$ cat config.mk
export PLATFORM = sky130hd
export DESIGN_NAME = reg_bus_arb_tmo_flat
export DESIGN_NICKNAME = d
export VERILOG_FILES = /design/src/rtl/reg_bus_arb_tmo_if.sv /design/src/rtl/reg_bus_arb_tmo.sv /design/src/flat_wrapper.sv
export SDC_FILE = /design/constraint.sdc
export NUM_CORES = 1
export LEC_CHECK = 0
export ABC_AREA = 0
export BUFFER_PORTS_ARGS = -buffer_cell sky130_fd_sc_hd__buf_2
export CAP_MARGIN = 25
export CORE_AREA = 2 2 157 159
export CTS_CLUSTER_SIZE = 28
export DETAILED_ROUTE_END_ITERATION = 8
export DIE_AREA = 0 0 159 161
export GPL_TIMING_DRIVEN = 0
export HOLD_SLACK_MARGIN = 0.15
export PLACE_DENSITY = 0.62
export SYNTH_ARGS = -nofsm -noshare
export SYNTH_HDL_FRONTEND = slang
export SYNTH_SLANG_ARGS = --single-unit
$ cat constraint.sdc
create_clock -name clk -period 3.29 [get_ports clk]
set_clock_uncertainty 0.05 [all_clocks]
set_input_delay 0.1645 -clock clk [delete_from_list [all_inputs] [get_ports clk]]
set_output_delay 0.1645 -clock clk [all_outputs]
set_load 0.01 [all_outputs]
$ cat src/rtl/reg_bus_arb_tmo_if.sv
// Reg Bus bundle between NI initiators, the arbiter and one shared target.
// The arbiter connects through the slave modport; the surrounding system uses master.
interface reg_bus_arb_tmo_if #(
  parameter int NI  = 4,
  parameter int AW  = 26,
  parameter int DW  = 32,
  parameter int BEW = 4
);
  logic [NI-1:0]     in_reg_cs;
  logic [NI*AW-1:0]  in_reg_addr;
  logic [NI*DW-1:0]  in_reg_wdata;
  logic [NI-1:0]     in_reg_wr;
  logic [NI*BEW-1:0] in_reg_be;
  logic [NI-1:0]     in_reg_ack;
  logic [NI-1:0]     in_reg_timeout;
  logic [DW-1:0]     in_reg_rdata;

  logic              out_reg_cs;
  logic [AW-1:0]     out_reg_addr;
  logic [DW-1:0]     out_reg_wdata;
  logic              out_reg_wr;
  logic [BEW-1:0]    out_reg_be;
  logic [DW-1:0]     out_reg_rdata;
  logic              out_reg_ack;

  modport slave (
    input  in_reg_cs, in_reg_addr, in_reg_wdata, in_reg_wr, in_reg_be,
    input  out_reg_rdata, out_reg_ack,
    output in_reg_ack, in_reg_timeout, in_reg_rdata,
    output out_reg_cs, out_reg_addr, out_reg_wdata, out_reg_wr, out_reg_be
  );

  modport master (
    output in_reg_cs, in_reg_addr, in_reg_wdata, in_reg_wr, in_reg_be,
    output out_reg_rdata, out_reg_ack,
    input  in_reg_ack, in_reg_timeout, in_reg_rdata,
    input  out_reg_cs, out_reg_addr, out_reg_wdata, out_reg_wr, out_reg_be
  );
endinterface

$ cat src/rtl/reg_bus_arb_tmo.sv
// NI-initiator round-robin Reg Bus arbiter with a run-time programmable access timeout.
// Defining REG_BUS_ARB_ERR_STAT_EN adds timeout statistics (err_cnt, err_last_id, err_clr).
module reg_bus_arb_tmo #(
  parameter int NI  = 4,
  parameter int AW  = 26,
  parameter int DW  = 32,
  parameter int BEW = 4,
  parameter int TW  = 9
) (
  input  logic                  clk,
  input  logic                  reset,
  input  logic [TW-1:0]         cfg_tmo_limit,
`ifdef REG_BUS_ARB_ERR_STAT_EN
  input  logic                  err_clr,
  output logic [7:0]            err_cnt,
  output logic [$clog2(NI)-1:0] err_last_id,
`endif
  reg_bus_arb_tmo_if.slave      bus
);
  localparam int GW = $clog2(NI);

  typedef enum logic [1:0] {IDLE, ACCESS, DONE} state_t;

  state_t         state_q, state_d;
  logic [GW-1:0]  grant_q, last_grant_q, grant_sel, cand;
  logic [TW-1:0]  timer_q;
  logic           req_any, tmo_hit, tmo_event;
  logic [NI-1:0]  ack_q, tmo_q;
  logic [DW-1:0]  rdata_q;
  logic           cs_q, wr_q;
  logic [AW-1:0]  addr_q;
  logic [DW-1:0]  wdata_q;
  logic [BEW-1:0] be_q;

  assign req_any   = |bus.in_reg_cs;
  assign tmo_hit   = (cfg_tmo_limit != '0) && (timer_q == cfg_tmo_limit - TW'(1));
  assign tmo_event = (state_q == ACCESS) && !bus.out_reg_ack && tmo_hit;

  // Scan downwards so the requester closest after last_grant is the one left standing.
  always_comb begin
    grant_sel = last_grant_q;
    cand      = '0;
    for (int k = NI; k >= 1; k--) begin
      cand = GW'((int'(last_grant_q) + k) % NI);
      if (bus.in_reg_cs[cand]) grant_sel = cand;
    end
  end

  always_comb begin
    state_d = state_q;
    case (state_q)
      IDLE:    if (req_any) state_d = ACCESS;
      ACCESS:  if (bus.out_reg_ack || tmo_hit) state_d = DONE;
      DONE:    state_d = IDLE;
      default: state_d = IDLE;
    endcase
  end

  always_ff @(posedge clk or posedge reset) begin
    if (reset) state_q <= IDLE;
    else       state_q <= state_d;
  end

  // Target ack takes priority over a timeout landing in the same cycle.
  always_ff @(posedge clk or posedge reset) begin
    if (reset) begin
      grant_q      <= '0;
      last_grant_q <= GW'(NI - 1);
      timer_q      <= '0;
      ack_q        <= '0;
      tmo_q        <= '0;
      rdata_q      <= '0;
      cs_q         <= 1'b0;
      addr_q       <= '0;
      wdata_q      <= '0;
      wr_q         <= 1'b0;
      be_q         <= '0;
    end else begin
      ack_q <= '0;
      tmo_q <= '0;
      case (state_q)
        IDLE: begin
          if (req_any) begin
            grant_q <= grant_sel;
            addr_q  <= bus.in_reg_addr[int'(grant_sel)*AW +: AW];
            wdata_q <= bus.in_reg_wdata[int'(grant_sel)*DW +: DW];
            be_q    <= bus.in_reg_be[int'(grant_sel)*BEW +: BEW];
            wr_q    <= bus.in_reg_wr[grant_sel];
            cs_q    <= 1'b1;
            timer_q <= '0;
          end
        end
        ACCESS: begin
          if (timer_q != '1) timer_q <= timer_q + TW'(1);
          if (bus.out_reg_ack) begin
            rdata_q        <= bus.out_reg_rdata;
            ack_q[grant_q] <= 1'b1;
            cs_q           <= 1'b0;
          end else if (tmo_event) begin
            rdata_q        <= '0;
            ack_q[grant_q] <= 1'b1;
            tmo_q[grant_q] <= 1'b1;
            cs_q           <= 1'b0;
          end
        end
        DONE:    last_grant_q <= grant_q;
        default: ;
      endcase
    end
  end

`ifdef REG_BUS_ARB_ERR_STAT_EN
  // Clear beats a coincident timeout so software never loses a clear request.
  always_ff @(posedge clk or posedge reset) begin
    if (reset) begin
      err_cnt     <= '0;
      err_last_id <= '0;
    end else if (err_clr) begin
      err_cnt     <= '0;
      err_last_id <= '0;
    end else if (tmo_event) begin
      if (err_cnt != 8'hFF) err_cnt <= err_cnt + 8'd1;
      err_last_id <= grant_q;
    end
  end
`endif

  assign bus.in_reg_ack     = ack_q;
  assign bus.in_reg_timeout = tmo_q;
  assign bus.in_reg_rdata   = rdata_q;
  assign bus.out_reg_cs     = cs_q;
  assign bus.out_reg_addr   = addr_q;
  assign bus.out_reg_wdata  = wdata_q;
  assign bus.out_reg_wr     = wr_q;
  assign bus.out_reg_be     = be_q;
endmodule
$ cat src/flat_wrapper.sv
// flat-port wrapper written by rule: the top's interface ports become plain ports
module reg_bus_arb_tmo_flat 
#(
  parameter int NI  = 4,
  parameter int AW  = 26,
  parameter int DW  = 32,
  parameter int BEW = 4,
  parameter int TW  = 9
)
  (clk, reset, cfg_tmo_limit, bus_in_reg_cs, bus_in_reg_addr, bus_in_reg_wdata, bus_in_reg_wr, bus_in_reg_be, bus_out_reg_rdata, bus_out_reg_ack, bus_in_reg_ack, bus_in_reg_timeout, bus_in_reg_rdata, bus_out_reg_cs, bus_out_reg_addr, bus_out_reg_wdata, bus_out_reg_wr, bus_out_reg_be);
  reg_bus_arb_tmo_if #(.NI(NI), .AW(AW), .DW(DW), .BEW(BEW)) bus_i ();
  input  logic clk;
  input  logic reset;
  input  logic [TW-1:0] cfg_tmo_limit;
  input wire logic [$bits(bus_i.in_reg_cs)-1:0] bus_in_reg_cs;
  input wire logic [$bits(bus_i.in_reg_addr)-1:0] bus_in_reg_addr;
  input wire logic [$bits(bus_i.in_reg_wdata)-1:0] bus_in_reg_wdata;
  input wire logic [$bits(bus_i.in_reg_wr)-1:0] bus_in_reg_wr;
  input wire logic [$bits(bus_i.in_reg_be)-1:0] bus_in_reg_be;
  input wire logic [$bits(bus_i.out_reg_rdata)-1:0] bus_out_reg_rdata;
  input wire logic [$bits(bus_i.out_reg_ack)-1:0] bus_out_reg_ack;
  output wire logic [$bits(bus_i.in_reg_ack)-1:0] bus_in_reg_ack;
  output wire logic [$bits(bus_i.in_reg_timeout)-1:0] bus_in_reg_timeout;
  output wire logic [$bits(bus_i.in_reg_rdata)-1:0] bus_in_reg_rdata;
  output wire logic [$bits(bus_i.out_reg_cs)-1:0] bus_out_reg_cs;
  output wire logic [$bits(bus_i.out_reg_addr)-1:0] bus_out_reg_addr;
  output wire logic [$bits(bus_i.out_reg_wdata)-1:0] bus_out_reg_wdata;
  output wire logic [$bits(bus_i.out_reg_wr)-1:0] bus_out_reg_wr;
  output wire logic [$bits(bus_i.out_reg_be)-1:0] bus_out_reg_be;
  assign bus_i.in_reg_cs = bus_in_reg_cs;
  assign bus_i.in_reg_addr = bus_in_reg_addr;
  assign bus_i.in_reg_wdata = bus_in_reg_wdata;
  assign bus_i.in_reg_wr = bus_in_reg_wr;
  assign bus_i.in_reg_be = bus_in_reg_be;
  assign bus_i.out_reg_rdata = bus_out_reg_rdata;
  assign bus_i.out_reg_ack = bus_out_reg_ack;
  assign bus_in_reg_ack = bus_i.in_reg_ack;
  assign bus_in_reg_timeout = bus_i.in_reg_timeout;
  assign bus_in_reg_rdata = bus_i.in_reg_rdata;
  assign bus_out_reg_cs = bus_i.out_reg_cs;
  assign bus_out_reg_addr = bus_i.out_reg_addr;
  assign bus_out_reg_wdata = bus_i.out_reg_wdata;
  assign bus_out_reg_wr = bus_i.out_reg_wr;
  assign bus_out_reg_be = bus_i.out_reg_be;
  reg_bus_arb_tmo #(.NI(NI), .AW(AW), .DW(DW), .BEW(BEW), .TW(TW)) u_core (.clk(clk), .reset(reset), .cfg_tmo_limit(cfg_tmo_limit), .bus(bus_i));
endmodule
* Word level (Yosys, flattened, before mapping) *
Cells that the tools add are included.

storage, ports and cells
  output and inout bits = 104
  input bits = 300
  register bits after elaboration = 119
  word-level logic and storage cells = 86

operators by class
  multipliers = 1
  equal/unequal tests = 8
  shift operators = 3
  add/subtract/negate cells = 6
  muxes and demuxes = 33
  $lt $le $gt $ge = 7
  reduce and logical (&&, ||, !) cells = 16

operators with widths
  cell                                                        count
  indexed part select 128 x 8 -> 32 bit                       1
  indexed part select 104 x 32 -> 26 bit                      1
  two-way mux 32 bit                                          2
  two-way mux 4 bit                                           5
  less-than comparator 2 x 3 -> 1 bit, second input constant  6
  two-way mux 9 bit                                           2
  one-hot mux 9 bit (2 select lines)                          1
  indexed part select 16 x 5 -> 4 bit                         1
  two-way mux 2 bit                                           6
  binary-select mux 1 bit (select 2 bit)                      5
  adder 9 x 1 -> 9 bit, second input constant                 1
  == test 9 bit                                               1
  two-way mux 1 bit                                           9
  inequality test 9 bit, second input constant                1
  nonzero test 9 bit                                          1
  subtractor 9 x 1 -> 9 bit, second input constant            1
  multiplier 2 x 4 -> 6 bit, second input constant            1
  AND reduction 2 bit                                         3
  AND reduction 3 bit                                         2
  adder 2 x 1 -> 2 bit, second input constant                 2
  adder 2 bit, second input constant                          2
  logical AND 1 bit                                           4
  inequality test 2 bit, second input constant                2
  one-hot mux 2 bit (2 select lines)                          1
  other kinds (12)                                            13

* Longest topological paths before layout *
Gate-level depths: netlist (run 1).

  depth in word-level cells = 9
  depth in mapped cells = 9
  mapped depth without buffers = 8

* Least setup slack after synthesis (run 1) *
No wires, ideal clock.

  kind = register to register
  from = register u_core.last_grant_q[1]
  to = register u_core.addr_q[0] (netlist: u_core.bus.out_reg_addr[0])
  stages on the path, launching flop included = 7
  data required time = 3114 ps
  library setup time = 126 ps
  data arrival time = 2037 ps
  path buffers = 1
  period minus slack after synthesis = 2213 ps
  slack = 1077 ps
  path through = dfstp_2 -> nand2b_1 -> a21oi_4 -> nor3_4 -> buf_2 -> mux2_1 -> a221o_1

on the way
  cells in the longest elaborated chain, start to end = 9
  elaborated cells on any way between the ends = 18
  classes of those cells = 4 x add/sub; 1 x mul; 1 x shift; 12 x mux

RTL lines
  what                                        RTL line                RTL
  from (decl)                                 reg_bus_arb_tmo.sv:25   logic [GW-1:0] grant_q, last_grant_q, grant_sel, cand;
  from (signal assigned)                      reg_bus_arb_tmo.sv:68   last_grant_q <= GW'(NI - 1);
  from (signal assigned)                      reg_bus_arb_tmo.sv:106  DONE: last_grant_q <= grant_q;
  adder 2 x 1 -> 2 bit                        reg_bus_arb_tmo.sv:44   cand = GW'((int'(last_grant_q) + k) % NI);
  binary-select mux 1 bit (select 2 bit)      reg_bus_arb_tmo.sv:45   if (bus.in_reg_cs[cand]) grant_sel = cand;
  two-way mux 1 bit (not written as such)     reg_bus_arb_tmo.sv:45
  two-way mux 2 bit (3 in series)             reg_bus_arb_tmo.sv:45
  two-way mux 2 bit (*)                       reg_bus_arb_tmo.sv:45
  multiplier 2 x 4 -> 6 bit (*)               reg_bus_arb_tmo.sv:85   addr_q <= bus.in_reg_addr[int'(grant_sel)*AW +: AW];
  indexed part select 104 x 32 -> 26 bit (*)  reg_bus_arb_tmo.sv:85
  to (signal assigned)                        reg_bus_arb_tmo.sv:85
  to (decl)                                   reg_bus_arb_tmo.sv:31   logic [AW-1:0] addr_q;

Every way passes the cells marked *; elsewhere a longest branch is shown, timed or not. The select of a mux whose other input is x is not followed.
A chain may end at the register's enable or synchronous reset.

* Worst setup path in the final report (run 1) *
  from = register u_core.last_grant_q[1]
  to = register u_core.addr_q[12] (netlist: u_core.bus.out_reg_addr[12])

Same word-level chain as after synthesis.

==> results of run 1 <==
power groups by stage:
stage	clock network [W]	registers, W	logic, W
6_report	0.00210	0.00264	0.00537
5_1_grt	0.00220	0.00272	0.00578
2_1_floorplan	0	0.00282	0.00277
3_5_place_dp	0	0.00263	0.00480
4_1_cts	0.00214	0.00262	0.00526
3_3_place_gp	0	0.00261	0.00471
synth_stat cells, types with 2 or more instances:
master | instances | area, µm²
a2111oi_1 | 3 | 30.0
a211oi_1 | 2 | 15.0
a21o_1 | 3 | 22.5
a21oi_1 | 98 | 490
a21oi_4 | 2 | 32.5
a221o_1 | 63 | 631
a31oi_1 | 3 | 18.8
and3_1 | 33 | 206
and3b_1 | 2 | 17.5
buf_2 | 16 | 80.1
clkbuf_1 | 77 | 289
dfrtp_1 | 117 | 2930
dfstp_2 | 2 | 52.6
ha_1 | 3 | 37.5
inv_1 | 4 | 15.0
mux2_1 | 59 | 664
mux2_2 | 7 | 78.8
nand2_1 | 47 | 176
nand2b_1 | 10 | 62.6
nand3_1 | 3 | 15.0
nand4_1 | 101 | 632
nor2_1 | 16 | 60.1
nor2b_1 | 3 | 18.8
nor3_1 | 2 | 10.0
nor4_1 | 3 | 18.8
o211ai_1 | 32 | 240
o21ai_0 | 5 | 25.0
o31ai_1 | 63 | 473
or2_2 | 2 | 12.5
xnor2_1 | 5 | 43.8
xor2_1 | 7 | 61.3
layout by cell type (no fill, tap or decap), types with 3 or more instances in the layout:
master	instances
buf_12	3
clkinv_4	3
nand2b_1	10
mux2_1	59
a2111oi_1	3
clkinvlp_4	3
o31ai_1	63
nor4_1	3
nand3_1	3
clkbuf_1	78
diode_2	4
and3_1	33
o211ai_1	32
dfrtp_1	117
nor2_1	16
nor2b_1	3
a21o_1	3
a221o_1	63
clkbuf_16	17
bufinv_16	5
nand4_1	101
inv_6	3
inv_1	3
xor2_1	7
mux2_2	7
a31oi_1	3
o21ai_0	5
buf_2	419
nand2_1	47
ha_1	3
a21oi_1	98
xnor2_1	5
dlygate4sd3_1	261
state kept, by name (all words and copies together) (netlist names):
signal	count
u_core.bus.out_reg_wr	1
u_core.state_q	2
u_core.last_grant_q	2
u_core.bus.out_reg_cs	1
u_core.bus.out_reg_be	4
u_core.bus.out_reg_wdata	32
u_core.bus.in_reg_ack	4
u_core.bus.in_reg_rdata	32
u_core.timer_q	9
u_core.bus.in_reg_timeout	4
u_core.bus.out_reg_addr	26
u_core.grant_q	2
worst min-delay path by stage:
stage | slack, ns | from | to
6_report | 0.17 | bus_in_reg_wdata[63] | u_core.bus.out_reg_wdata[31]
5_1_grt | 0.17 | bus_in_reg_be[7] | u_core.bus.out_reg_be[3]
4_1_cts | 0.15 | bus_in_reg_wdata[53] | u_core.bus.out_reg_wdata[21]
3_5_place_dp | 0.06 | reset | u_core.bus.out_reg_wdata[26]
3_3_place_gp | 0.44 | u_core.bus.out_reg_wdata[0] | u_core.bus.out_reg_wdata[0]
2_1_floorplan | 0.37 | bus_in_reg_addr[103] | u_core.bus.out_reg_addr[25]
kinds of logic (layout without fill, tap and decap cells):
group / after synthesis / after routing / share of synthesized area (%)
AND/OR/NAND/NOR: 236 / 236 / 17.5
adder cells (fa/ha/maj): 3 / 3 / 0.485
other: 0 / 4 / 0
flip-flops: 119 / 119 / 38.5
XOR/XNOR: 12 / 12 / 1.36
buffers and inverters: 100 / 799 / 5.12
multiplexers: 66 / 66 / 9.60
AO/OA/AOI/OAI: 287 / 287 / 27.4
metrics by stage:
step           cells  setup slack [ns]  power [W]  area [µm²]  hold slack (ns)
6_report        1850            0.0847     0.0101       13500            0.166
5_1_grt         1848            0.0181     0.0107       13500            0.174
4_1_cts         1846             0.213     0.0100       13500            0.150
3_5_place_dp    1553             0.346    0.00743       10200           0.0587
3_3_place_gp    1550             0.381    0.00732       10200            0.443
2_1_floorplan    823              1.08    0.00559        7740            0.366
per-layer routing:
metal	vias to the layer above	track usage [%]
li1	4669	-
met1	4862	33.0
met2	631	47.7
met3	148	6.42
met4	0	16.6
met5	-	0
worst register-to-register path: stages (launching register included):
cell	delay [ns]
dfstp_2	0.59
nand2b_1	0.19
a21o_1	0.13
clkbuf_1	0.56
clkbuf_1	0.44
nand4_1	0.19
a21oi_1	0.27
dlygate4sd3_1	0.62
a221o_1	0.11
area by class of cell:
| class | instances | area [µm²] |
|---|---|---|
| Tap cell | 324 | 405 |
| Inverter | 5 | 22.5 |
| Clock inverter | 14 | 223 |
| Fill cell | 2068 | 10500 |
| Antenna cell | 4 | 10.0 |
| Timing Repair Buffer | 667 | 4690 |
| Clock buffer | 18 | 429 |
| Buffer | 95 | 378 |
| Multi-Input combinational cell | 604 | 4360 |
| Sequential cell | 119 | 2980 |
==> impl_metrics.py, run 1 <==
metrics = {
    "outcome": {
        "status": "complete, no violations",
    },
    "clocking": {
        "worst_skew_pair.late_latency_ns": 0.41,
        "clock_path_buffers": 2,
        "path_clk_slew_ns": 0.07,
        "cts-resized-gates": 0,
        "hold_buffers": 261,
        "clockRootBuffer": "clkbuf_16",
        "cts.sinks": 119,
        "cts_tree": "yes",
        "cts_setup_buffers": 0,
        "numCtsBuffers": 17,
        "htreeDepth": 4,
    },
    "sta": {
        "rsz0062_at_grt": "false",
        "fmax_ghz": 0.312,
        "timing.final.hold_violations": 0,
        "worstMarginPinSlew_ns": 0.926,
        "final-max-slew-violation-count": 0,
        "slew_headroom_pct": 37.9,
        "fin_crit_ns": 3.21,
        "min_period_over_period_pct": 97.4,
        "fin_setup_tns_ns": 0,
        "finalSetupViolCount": 0,
    },
    "critical_path": {
        "regToRegEndpoint": "u_core.bus.out_reg_addr[12]",
        "worstSetupStartpoint": "u_core.last_grant_q[1]",
        "endpoint": "u_core.bus.out_reg_addr[12]",
        "cp_common_cell": "clkbuf_1",
        "r2r_slack_ns": 0.08,
        "crit_cells": 8,
        "setup.worst_path.start_class": "register",
        "reg2reg_depth": 8,
        "worstPathArrival_ns": 3.52,
        "worstPathRequired_ns": 3.60,
        "crit_slowest_cell": "dlygate4sd3_1",
        "crit_family": "buffers and inverters",
        "crit_chain": "nand2b_1 > a21o_1 > clkbuf_1 > clkbuf_1 > nand4_1 > a21oi_1 > dlygate4sd3_1 > a221o_1",
        "crit-reg2reg-launch": "u_core.last_grant_q[1]",
        "critPathKind": "register to register",
        "slowest_delay_ns": 0.62,
        "cp-end-kind": "register",
        "cp_max_fo": 10,
        "crit_buf_inv": 3,
    },
    "power": {
        "max-vdd-ir-drop_mv": 0.376,
        "p_per_area_mw_per_mm2": 749,
        "seq_power_share_pct": 26.1,
        "p_int_w": 0.00587,
        "p_clk_share_pct": 20.8,
        "power_switching_w": 0.00424,
        "pwr-share-comb_pct": 53.1,
        "netSwitchingFraction_pct": 41.9,
        "power_leakage_nw": 6.32,
    },
    "synthesis": {
        "ys_types": 61,
        "yosysWarnings": 0,
        "syn_nets": 1126,
        "postSynthCellCount": 823,
        "synth_seq_cells": 119,
        "synth_area_mm2": 0.00774,
        "async_reset_ff_share_pct": 100,
        "synth-main-ff-cell": "dfrtp_1",
        "yosysSeqAreaShare_pct": 38.5,
        "synth_edf_count": 0,
        "avgSynthCellArea_um2": 9.40,
    },
    "hold_path": {
        "hp-class": "input pin to register",
        "holdPathStages": 4,
    },
    "global_routing": {
        "gr-total-overflow": 0,
        "grt_pass1_vias": 10700,
        "grt_util_all_layers_pct": 28.2,
        "grt_pass1_wl_um": 57700,
        "antenna_found_initial": 4,
        "grt_max_degree": 41,
    },
    "floorplan": {
        "die_area_mm2": 0.0256,
        "rows": 57,
        "start_util_pct": 32.3,
        "die_w_um": 159,
        "core-area_mm2": 0.0240,
        "fp.dieH_um": 161,
        "ios": 404,
    },
    "route": {
        "top_layer": "met4",
        "wire_per_inst_um": 19.9,
        "routed-wl-met3_um": 2960,
        "num_vias": 10300,
        "ant_nets": 0,
        "drt_wl_total_um": 36800,
        "drt-pass1-iter-count": 5,
        "vias_per_cell": 5.57,
        "met2WireLength_um": 17600,
        "drc": 0,
        "drt_iter0_drc": 738,
        "wl_met1_um": 14100,
    },
    "placement": {
        "place_hpwl_um": 24100,
        "gp_congestion": 0.914,
        "port_buffers": 403,
    },
    "run": {
        "maxCapViolCount": 0,
    },
    "cells_and_area": {
        "utilization_pct": 56.3,
        "layout-drive-gt1-share_pct": 31.6,
        "fin_nets": 1812,
        "area_delta_synth_final_pct": 74.4,
    },
}
Power figures use the tool's default switching activity.
==> run 2: changes to the inputs <==
--- a/config.mk
+++ b/config.mk
@@ -7,8 +7,8 @@
 export LEC_CHECK = 0
 export ABC_AREA = 0
 export BUFFER_PORTS_ARGS = -buffer_cell sky130_fd_sc_hd__buf_2
-export CAP_MARGIN = 25
 export CORE_AREA = 2 2 157 159
+export CTS_BUF_LIST = sky130_fd_sc_hd__clkbuf_2
 export CTS_CLUSTER_SIZE = 28
 export DETAILED_ROUTE_END_ITERATION = 8
 export DIE_AREA = 0 0 159 161
==> run 2 against run 1 <==
Compared with the run above: the run now fails in clock tree synthesis; area after synthesis unchanged; synthesized cell count unchanged.
==> impl_metrics.py, run 2 <==
metrics = {
    "outcome": {
        "status": "did not finish",
        "haltStage": "clock tree synthesis",
        "error": "[ERROR RSZ-0060] Max buffer count reached.",
    },
    "floorplan": {
        "die_w_um": 159,
        "rows": 57,
        "ios": 404,
        "start_util_pct": 32.3,
        "fp.dieH_um": 161,
    },
    "synthesis": {
        "yosysMostFrequentCell": "dfrtp_1",
        "synth-xor-area-share_pct": 1.36,
        "synth_compound_area_share_pct": 27.4,
        "synth_fa_ha_area_share_pct": 0.485,
        "synthTopCellsByCount": "dfrtp_1, nand4_1, a21oi_1, clkbuf_1",
        "netlist.area_leader.share_pct": 37.8,
        "synthMuxAreaShare_pct": 9.60,
        "postSynthCellCount": 823,
        "synth_top_family_by_area": "compound AO/OA/AOI/OAI gates",
        "yosysWarnings": 0,
        "synth_area_leaders": "dfrtp_1, mux2_1, nand4_1, a221o_1, a21oi_1",
        "async_reset_ff_share_pct": 100,
        "ys_types": 61,
        "synth_area_mm2": 0.00774,
        "syn_nets": 1126,
        "synthSimpleGateAreaFrac_pct": 17.5,
        "synth_edf_count": 0,
        "synth_top_cell_by_area": "dfrtp_1",
        "yosysSeqAreaShare_pct": 38.5,
        "synth-main-ff-cell": "dfrtp_1",
        "avgSynthCellArea_um2": 9.40,
        "synth_seq_cells": 119,
    },
    "clocking": {
        "clock_path_buffers": 2,
        "cts-resized-gates": 0,
        "cts.sinks": 119,
        "htreeDepth": 4,
        "cts_setup_buffers": 0,
        "clockRootBuffer": "clkbuf_2",
        "hold_buffers": 318,
        "numCtsBuffers": 17,
    },
    "placement": {
        "gp_congestion": 0.914,
        "place_hpwl_um": 24100,
        "port_buffers": 403,
    },
}
## run 2: cell counts after synthesis
Identical to the previous run, type by type.
## run 2: through the flow
| stage | std cells | worst slack [ns] | cell area, µm² | hold slack [ns] | util, % |
|---|---|---|---|---|---|
| after global placement | 1550 | 0.381 | 10200 | 0.443 | 42.4 |
| after detailed placement | 1553 | 0.346 | 10200 | 0.0587 | 42.7 |
| after floorplan | 823 | 1.08 | 7740 | 0.366 | - |
## run 2: cell families after synthesis
group                    count (synthesis)
AO/OA/AOI/OAI                          287
XOR/XNOR                                12
adder cells (fa/ha/maj)                  3
buffers and inverters                  100
flip-flops                             119
multiplexers                            66
AND/OR/NAND/NOR                        236
==> run 3: changes to the inputs <==
--- a/config.mk
+++ b/config.mk
@@ -7,14 +7,11 @@
 export LEC_CHECK = 0
 export ABC_AREA = 0
 export BUFFER_PORTS_ARGS = -buffer_cell sky130_fd_sc_hd__buf_2
-export CORE_AREA = 2 2 157 159
-export CTS_BUF_LIST = sky130_fd_sc_hd__clkbuf_2
-export CTS_CLUSTER_SIZE = 28
+export CORE_MARGIN = 2
+export CORE_UTILIZATION = 20
 export DETAILED_ROUTE_END_ITERATION = 8
-export DIE_AREA = 0 0 159 161
 export GPL_TIMING_DRIVEN = 0
-export HOLD_SLACK_MARGIN = 0.15
-export PLACE_DENSITY = 0.62
+export PLACE_DENSITY_LB_ADDON = 0.15
 export SYNTH_ARGS = -nofsm -noshare
 export SYNTH_HDL_FRONTEND = slang
 export SYNTH_SLANG_ARGS = --single-unit
==> constraint.sdc (replaced) <==
create_clock -name clk -period 4.3 [get_ports clk]
set_clock_uncertainty 0.05 [all_clocks]
set_input_delay 0.215 -clock clk [delete_from_list [all_inputs] [get_ports clk]]
set_output_delay 0.215 -clock clk [all_outputs]
set_load 0.01 [all_outputs]
==> run 3 against run 2 <==
Compared with the run above: the run now ends clean.
==> impl_metrics.py, run 3 (synthesis gave the netlist of run 1 again) <==
metrics = {
    "global_routing": {
        "grt_util_all_layers_pct": 17.3,
        "gr-total-overflow": 0,
        "grt_pass1_vias": 9060,
        "grt_pass1_wl_um": 53800,
        "grt_max_degree": 79,
        "antenna_found_initial": 13,
    },
    "sta": {
        "min_period_over_period_pct": 68.9,
        "rsz0062_at_grt": "false",
        "timing.final.hold_violations": 0,
        "setup_ws_ns": 1.34,
        "fin_crit_ns": 2.96,
        "worstMarginPinSlew_ns": 1.03,
        "final-max-slew-violation-count": 0,
        "fmax_ghz": 0.338,
        "whs_ns": 0.0679,
        "finalSetupViolCount": 0,
        "slew_headroom_pct": 31.2,
    },
    "power": {
        "netSwitchingFraction_pct": 43.1,
        "seq_power_share_pct": 27.6,
        "pwr-share-comb_pct": 50.9,
        "power_switching_w": 0.00314,
        "power_leakage_nw": 5.11,
        "p_clk_share_pct": 21.5,
        "p_per_area_mw_per_mm2": 658,
        "max-vdd-ir-drop_mv": 0.212,
        "p_int_w": 0.00415,
    },
    "critical_path": {
        "cp-end-kind": "register",
        "crit_chain": "nor3b_1 > clkbuf_2 > nor3_4 > buf_2 > mux2_1 > a221o_1",
        "critPathKind": "register to register",
        "worstPathRequired_ns": 4.57,
        "crit_slowest_cell": "nor3_4",
        "cp_max_fo": 10,
        "slowest_delay_ns": 0.67,
        "setup.worst_path.start_class": "register",
        "worstPathArrival_ns": 3.23,
    },
    "cells_and_area": {
        "layout-drive-gt1-share_pct": 37.8,
        "area_delta_synth_final_pct": 43.2,
        "fin_nets": 1550,
        "final_common_cell": "buf_2",
        "final_cell_mix": "buf_2, dfrtp_1, nand4_1",
        "layout.cells.non_filler": 1781,
    },
    "placement": {
        "gp_congestion": 0.798,
        "place_hpwl_um": 26300,
        "placedCellCount": 1745,
        "pre_cts_ws_ns": 1.25,
        "port_buffers": 403,
    },
    "clocking": {
        "clockRootBuffer": "clkbuf_16",
        "path_clk_slew_ns": 0.06,
        "htreeDepth": 4,
        "cts_tree": "yes",
        "cts.sinks": 119,
        "cts_setup_buffers": 0,
        "numCtsBuffers": 17,
        "clock_path_buffers": 2,
        "worst_skew_pair.late_latency_ns": 0.43,
    },
    "route": {
        "wire_per_inst_um": 19.9,
        "drc": 0,
        "num_vias": 8644,
        "drt-pass1-iter-count": 5,
        "vias_per_cell": 4.85,
        "drt_iter0_drc": 531,
        "ant_nets": 0,
        "drt_wl_total_um": 35400,
    },
    "floorplan": {
        "rows": 72,
        "fp.dieH_um": 201,
        "die_w_um": 201,
        "start_util_pct": 20.1,
        "core-area_mm2": 0.0385,
        "die_area_mm2": 0.0403,
        "ios": 404,
    },
    "hold_path": {
        "hp-class": "input pin to register",
    },
    "outcome": {
        "status": "complete, no violations",
    },
    "run": {
        "maxCapViolCount": 0,
    },
}
==> run 3: path summary, 6_finish.rpt <==
kind | start | to | slack (ns) | cells past startpoint
worst max-delay path | u_core.last_grant_q[1] | u_core.bus.out_reg_wdata[11] | 1.34 | 6
worst min-delay path | bus_in_reg_wdata[104] | u_core.bus.out_reg_wdata[8] | 0.07 | 3
worst max register to register | u_core.last_grant_q[1] | u_core.bus.out_reg_wdata[11] | 1.34 | 6
worst min register to register | u_core.bus.out_reg_wdata[5] | u_core.bus.out_reg_wdata[5] | 0.46 | 1
max in group asynchronous | reset | u_core.last_grant_q[0] | 3.09 | 4
min in group asynchronous | reset | u_core.bus.out_reg_wdata[6] | 0.29 | 3
==> run 3: routing by layer <==
metal / global-route usage [%] / share of wire, % / vias up
li1: - / - / 4139
met1: 21.2 / 43 / 4125
met2: 29.4 / 48 / 319
met3: 4.92 / 6.5 / 49
met4: 5.37 / 1.9 / 12
met5: 0 / 0.20 / -
==> run 3: what timing repair did <==
item                                   in CTS  in global routing
endpoints found under the hold margin      41                  0
hold buffers                                1                  0
resized for setup                           0                  0
==> run 3: cell type report <==
class	instances	area (µm²)
Multi-Input combinational cell	604	4360
Tap cell	518	648
Antenna cell	5	12.5
Sequential cell	119	2980
Clock buffer	22	474
Timing Repair Buffer	405	2050
Buffer	95	378
Clock inverter	8	146
Inverter	5	23.8
Fill cell	4178	27400
==> run 3: critical path, delay by kind of cell, from the launching register on <==
| kind | cells | cell delay [ns] |
|---|---|---|
| mux | 1 | 0.40 |
| buf+inv | 2 | 0.73 |
| simple gates | 2 | 0.74 |
| compound gates | 1 | 0.34 |
| flops | 1 | 0.59 |
==> run 3: power by group through the flow <==
stage               combinational [W]  sequential [W]  clock [W]
floorplan                     0.00212         0.00216          0
detailed placement            0.00377         0.00201          0
CTS                           0.00376         0.00201    0.00162
global placement              0.00375         0.00201          0
global route                  0.00407         0.00208    0.00165
finish                        0.00371         0.00201    0.00157
==> run 3: through the flow <==
step	utilization (%)	setup TNS [ns]	total power, W	cell area (µm²)
2_1_floorplan	-	0	0.00428	7740
3_3_place_gp	27.0	-138.55	0.00576	10400
3_5_place_dp	27.1	0	0.00578	10400
4_1_cts	28.8	0	0.00739	11100
5_1_grt	28.8	0	0.00780	11100
6_report	28.8	0	0.00729	11100
==> run 4: changes to the inputs <==
--- a/config.mk
+++ b/config.mk
@@ -5,7 +5,7 @@
 export SDC_FILE = /design/constraint.sdc
 export NUM_CORES = 1
 export LEC_CHECK = 0
-export ABC_AREA = 0
+export ABC_AREA = 1
 export BUFFER_PORTS_ARGS = -buffer_cell sky130_fd_sc_hd__buf_2
 export CORE_MARGIN = 2
 export CORE_UTILIZATION = 20
==> constraint.sdc (replaced) <==
create_clock -name clk -period 2.5 [get_ports clk]
set_clock_uncertainty 0.05 [all_clocks]
set_input_delay 0.125 -clock clk [delete_from_list [all_inputs] [get_ports clk]]
set_output_delay 0.125 -clock clk [all_outputs]
set_load 0.01 [all_outputs]
==> run 4 against run 3 <==
Compared with the run above: sequential share of layout area shrank 3.7 points; worst setup slack lost 1.2 ns; clock power is 70% higher; register-to-register slack got worse by 1.2 ns; global-route usage increased by 0.14 points; core utilization grew 6.3 points; count of clock-buffer cells in the layout decreased by 5; routed wire length decreased by 3.2%; final area rose by 16%; area after synthesis down 3.8%; critical path type unchanged; critical endpoint is now u_core.timer_q[7].
==> impl_metrics.py, run 4 <==
metrics = {
    "placement": {
        "port_buffers": 403,
        "pre_cts_ws_ns": -0.162,
        "place_area_mm2": 0.0101,
        "place_hpwl_um": 26100,
        "gp_congestion": 0.839,
    },
    "synthesis": {
        "synth_area_mm2": 0.00745,
        "async_reset_ff_share_pct": 100,
        "ys_types": 33,
        "synth_area_leaders": "dfrtp_1, nand2_1, nand3_1, inv_1, o211ai_1",
        "yosysSeqAreaShare_pct": 40.0,
        "synth-main-ff-cell": "dfrtp_1",
        "yosysWarnings": 0,
        "syn_nets": 1387,
        "synth_seq_cells": 119,
        "synth_top_cell_by_area": "dfrtp_1",
        "yosysMostFrequentCell": "nand2_1",
        "postSynthCellCount": 1084,
        "synthTopCellsByCount": "nand2_1, nand3_1, inv_1, dfrtp_1, o211ai_1",
        "avgSynthCellArea_um2": 6.87,
        "synth_edf_count": 0,
        "netlist.area_leader.share_pct": 39.3,
    },
    "cells_and_area": {
        "fin_nets": 2016,
        "final_common_cell": "buf_2",
        "layout-drive-gt1-share_pct": 31.3,
        "fin_area_mm2": 0.0129,
        "final_cell_mix": "buf_2, nand2_1, dlygate4sd3_1",
        "area_delta_synth_final_pct": 72.7,
        "antenna_cells": 0,
    },
    "clocking": {
        "clockRootBuffer": "clkbuf_16",
        "worst_skew_pair.late_latency_ns": 0.42,
        "path_clk_slew_ns": 0.06,
        "numCtsBuffers": 17,
        "cts.sinks": 119,
        "clock_path_buffers": 2,
        "cts_tree": "yes",
        "htreeDepth": 4,
    },
    "power": {
        "power_switching_w": 0.00760,
        "p_per_area_mw_per_mm2": 1210,
        "finalPower_w": 0.0156,
        "seq_power_share_pct": 21.1,
        "p_clk_share_pct": 17.1,
        "power_leakage_nw": 7.05,
        "max-vdd-ir-drop_mv": 0.497,
        "netSwitchingFraction_pct": 48.6,
        "pwr-share-comb_pct": 61.8,
        "p_int_w": 0.00803,
    },
    "route": {
        "drt-pass1-iter-count": 5,
        "ant_nets": 0,
        "drt_iter0_drc": 300,
        "wire_per_inst_um": 15.6,
        "num_vias": 9319,
        "vias_per_cell": 4.25,
        "drc": 0,
        "drt_wl_total_um": 34200,
    },
    "run": {
        "maxCapViolCount": 0,
    },
    "global_routing": {
        "met3_usage_pct": 3.68,
        "antenna_found_initial": 1,
        "grt_use_met2_pct": 30.8,
        "grt_pass1_vias": 9516,
        "grt_pass1_wl_um": 52300,
        "grt_busiest_layer": "met2",
        "gr-total-overflow": 0,
        "met1_usage_pct": 21.0,
        "grt_util_all_layers_pct": 17.4,
        "grt_max_degree": 39,
    },
    "hold_path": {
        "min_from": "bus_in_reg_wdata[48]",
        "hp-class": "input pin to register",
    },
    "floorplan": {
        "rows": 70,
        "core-area_mm2": 0.0366,
        "die_w_um": 197,
        "fp.dieH_um": 197,
        "die_area_mm2": 0.0388,
        "start_util_pct": 20.3,
        "ios": 404,
    },
    "critical_path": {
        "cp_max_fo": 6,
        "crit_chain": "ha_2 > inv_2 > nor3_4 > inv_2 > nor3_4 > inv_2 > nor3_2 > ha_2 > nor2_4 > inv_4 > nand2_4 > nand2_2 > nor2_1 > nand2_1 > o21ai_1 > a21oi_1",
        "setup.worst_path.start_class": "register",
        "cp_common_cell": "inv_2",
        "crit_slowest_cell": "dfrtp_1",
        "worstSetupStartpoint": "u_core.timer_q[1]",
        "critPathKind": "register to register",
        "crit-reg2reg-launch": "u_core.timer_q[1]",
        "cp-end-kind": "register",
        "slowest_delay_ns": 0.37,
        "worstPathRequired_ns": 2.79,
        "worstPathArrival_ns": 2.60,
    },
    "sta": {
        "fin_setup_tns_ns": 0,
        "min_period_over_period_pct": 92.6,
        "slew_headroom_pct": 58.8,
        "final-max-slew-violation-count": 0,
        "fmax_ghz": 0.432,
        "setup_ws_ns": 0.185,
        "finalSetupViolCount": 0,
        "worstMarginPinSlew_ns": 0.617,
        "fin_crit_ns": 2.31,
        "timing.final.hold_violations": 0,
    },
    "outcome": {
        "status": "complete, no violations",
    },
}
## run 4: cell types whose count changed after synthesis, moves of 17 or more
cell      previous run  this run
nand3_1              3       192
a221o_1             63         0
inv_1                4       181
nand2_1             47       341
a21oi_1             98        10
or2_1                0        17
mux2_1              59         0
clkbuf_1            77        18
o211ai_1            32        53
and3_1              33         1
o31ai_1             63         0
or2_2                2        24
nand4_1            101         1
## run 4: path summary, 6_finish.rpt
kind	end	slack (ns)	cells after the start
hold reg to reg	u_core.bus.out_reg_wdata[14]	0.42	2
hold / removal	u_core.bus.out_reg_wdata[16]	0.02	5
setup / recovery	u_core.timer_q[7]	0.19	16
min in group asynchronous	u_core.bus.out_reg_wdata[28]	0.28	3
setup reg to reg	u_core.timer_q[7]	0.19	16
max in group asynchronous	u_core.last_grant_q[1]	1.22	5
## run 4: layout make-up
cell class,instances,area [µm²]
fillers,4000,23700
repair buffers,610,4110
multi-input cells,718,3500
flip-flops and latches,119,2980
inverters,187,711
well taps,468,586
clock buffers,17,425
plain buffers,60,360
clock inverters,15,189
## run 4: kinds of logic after synthesis
| family | after synthesis | synth area share, % |
|---|---|---|
| XOR/XNOR | 10 | 1.18 |
| adder cells (fa/ha/maj) | 3 | 0.504 |
| AND/OR/NAND/NOR | 634 | 37.9 |
| flip-flops | 119 | 40.0 |
| buffers and inverters | 247 | 13.8 |
| AO/OA/AOI/OAI | 71 | 6.60 |
## run 4: power groups by stage
| stage | logic, W | registers, W | clock network, W |
|---|---|---|---|
| 2_1_floorplan | 0.00540 | 0.00366 | 0 |
| 5_1_grt | 0.0108 | 0.00341 | 0.00285 |
| 3_5_place_dp | 0.00932 | 0.00332 | 0 |
| 6_report | 0.00967 | 0.00329 | 0.00267 |
| 4_1_cts | 0.00960 | 0.00330 | 0.00274 |
| 3_3_place_gp | 0.00923 | 0.00333 | 0 |
## run 4: layer usage
metal | vias up | wire length [µm]
met5 | - | 12
met4 | 2 | 880
met3 | 44 | 1760
met2 | 308 | 17200
met1 | 4327 | 14400
li1 | 4638 | -
## run 4: timing repair
item	4_1_cts	5_1_grt
buffers inserted	1	8
pin swaps	0	11
gates resized for setup	4	34
hold buffers	195	0
endpoints found under the hold margin	107	0
endpoints found under the setup margin	13	70
## run 4: critical path, delay by kind of cell, from the launching register on
kind / cells / cell delay, ns
buf+inv: 4 / 0.26
fa+ha+maj: 2 / 0.42
flops: 1 / 0.37
compound gates: 2 / 0.19
simple gates: 8 / 0.95
## run 4: per-stage QoR
step                      hold WS (ns)  util (%)  std cells
after floorplan                  0.148         -       1084
after global placement           0.278      27.5       1955
after detailed placement         0.197      27.6       1958
after CTS                    0.0000603      34.7       2186
after global routing          0.000844      35.1       2194
final                           0.0163      35.1       2194
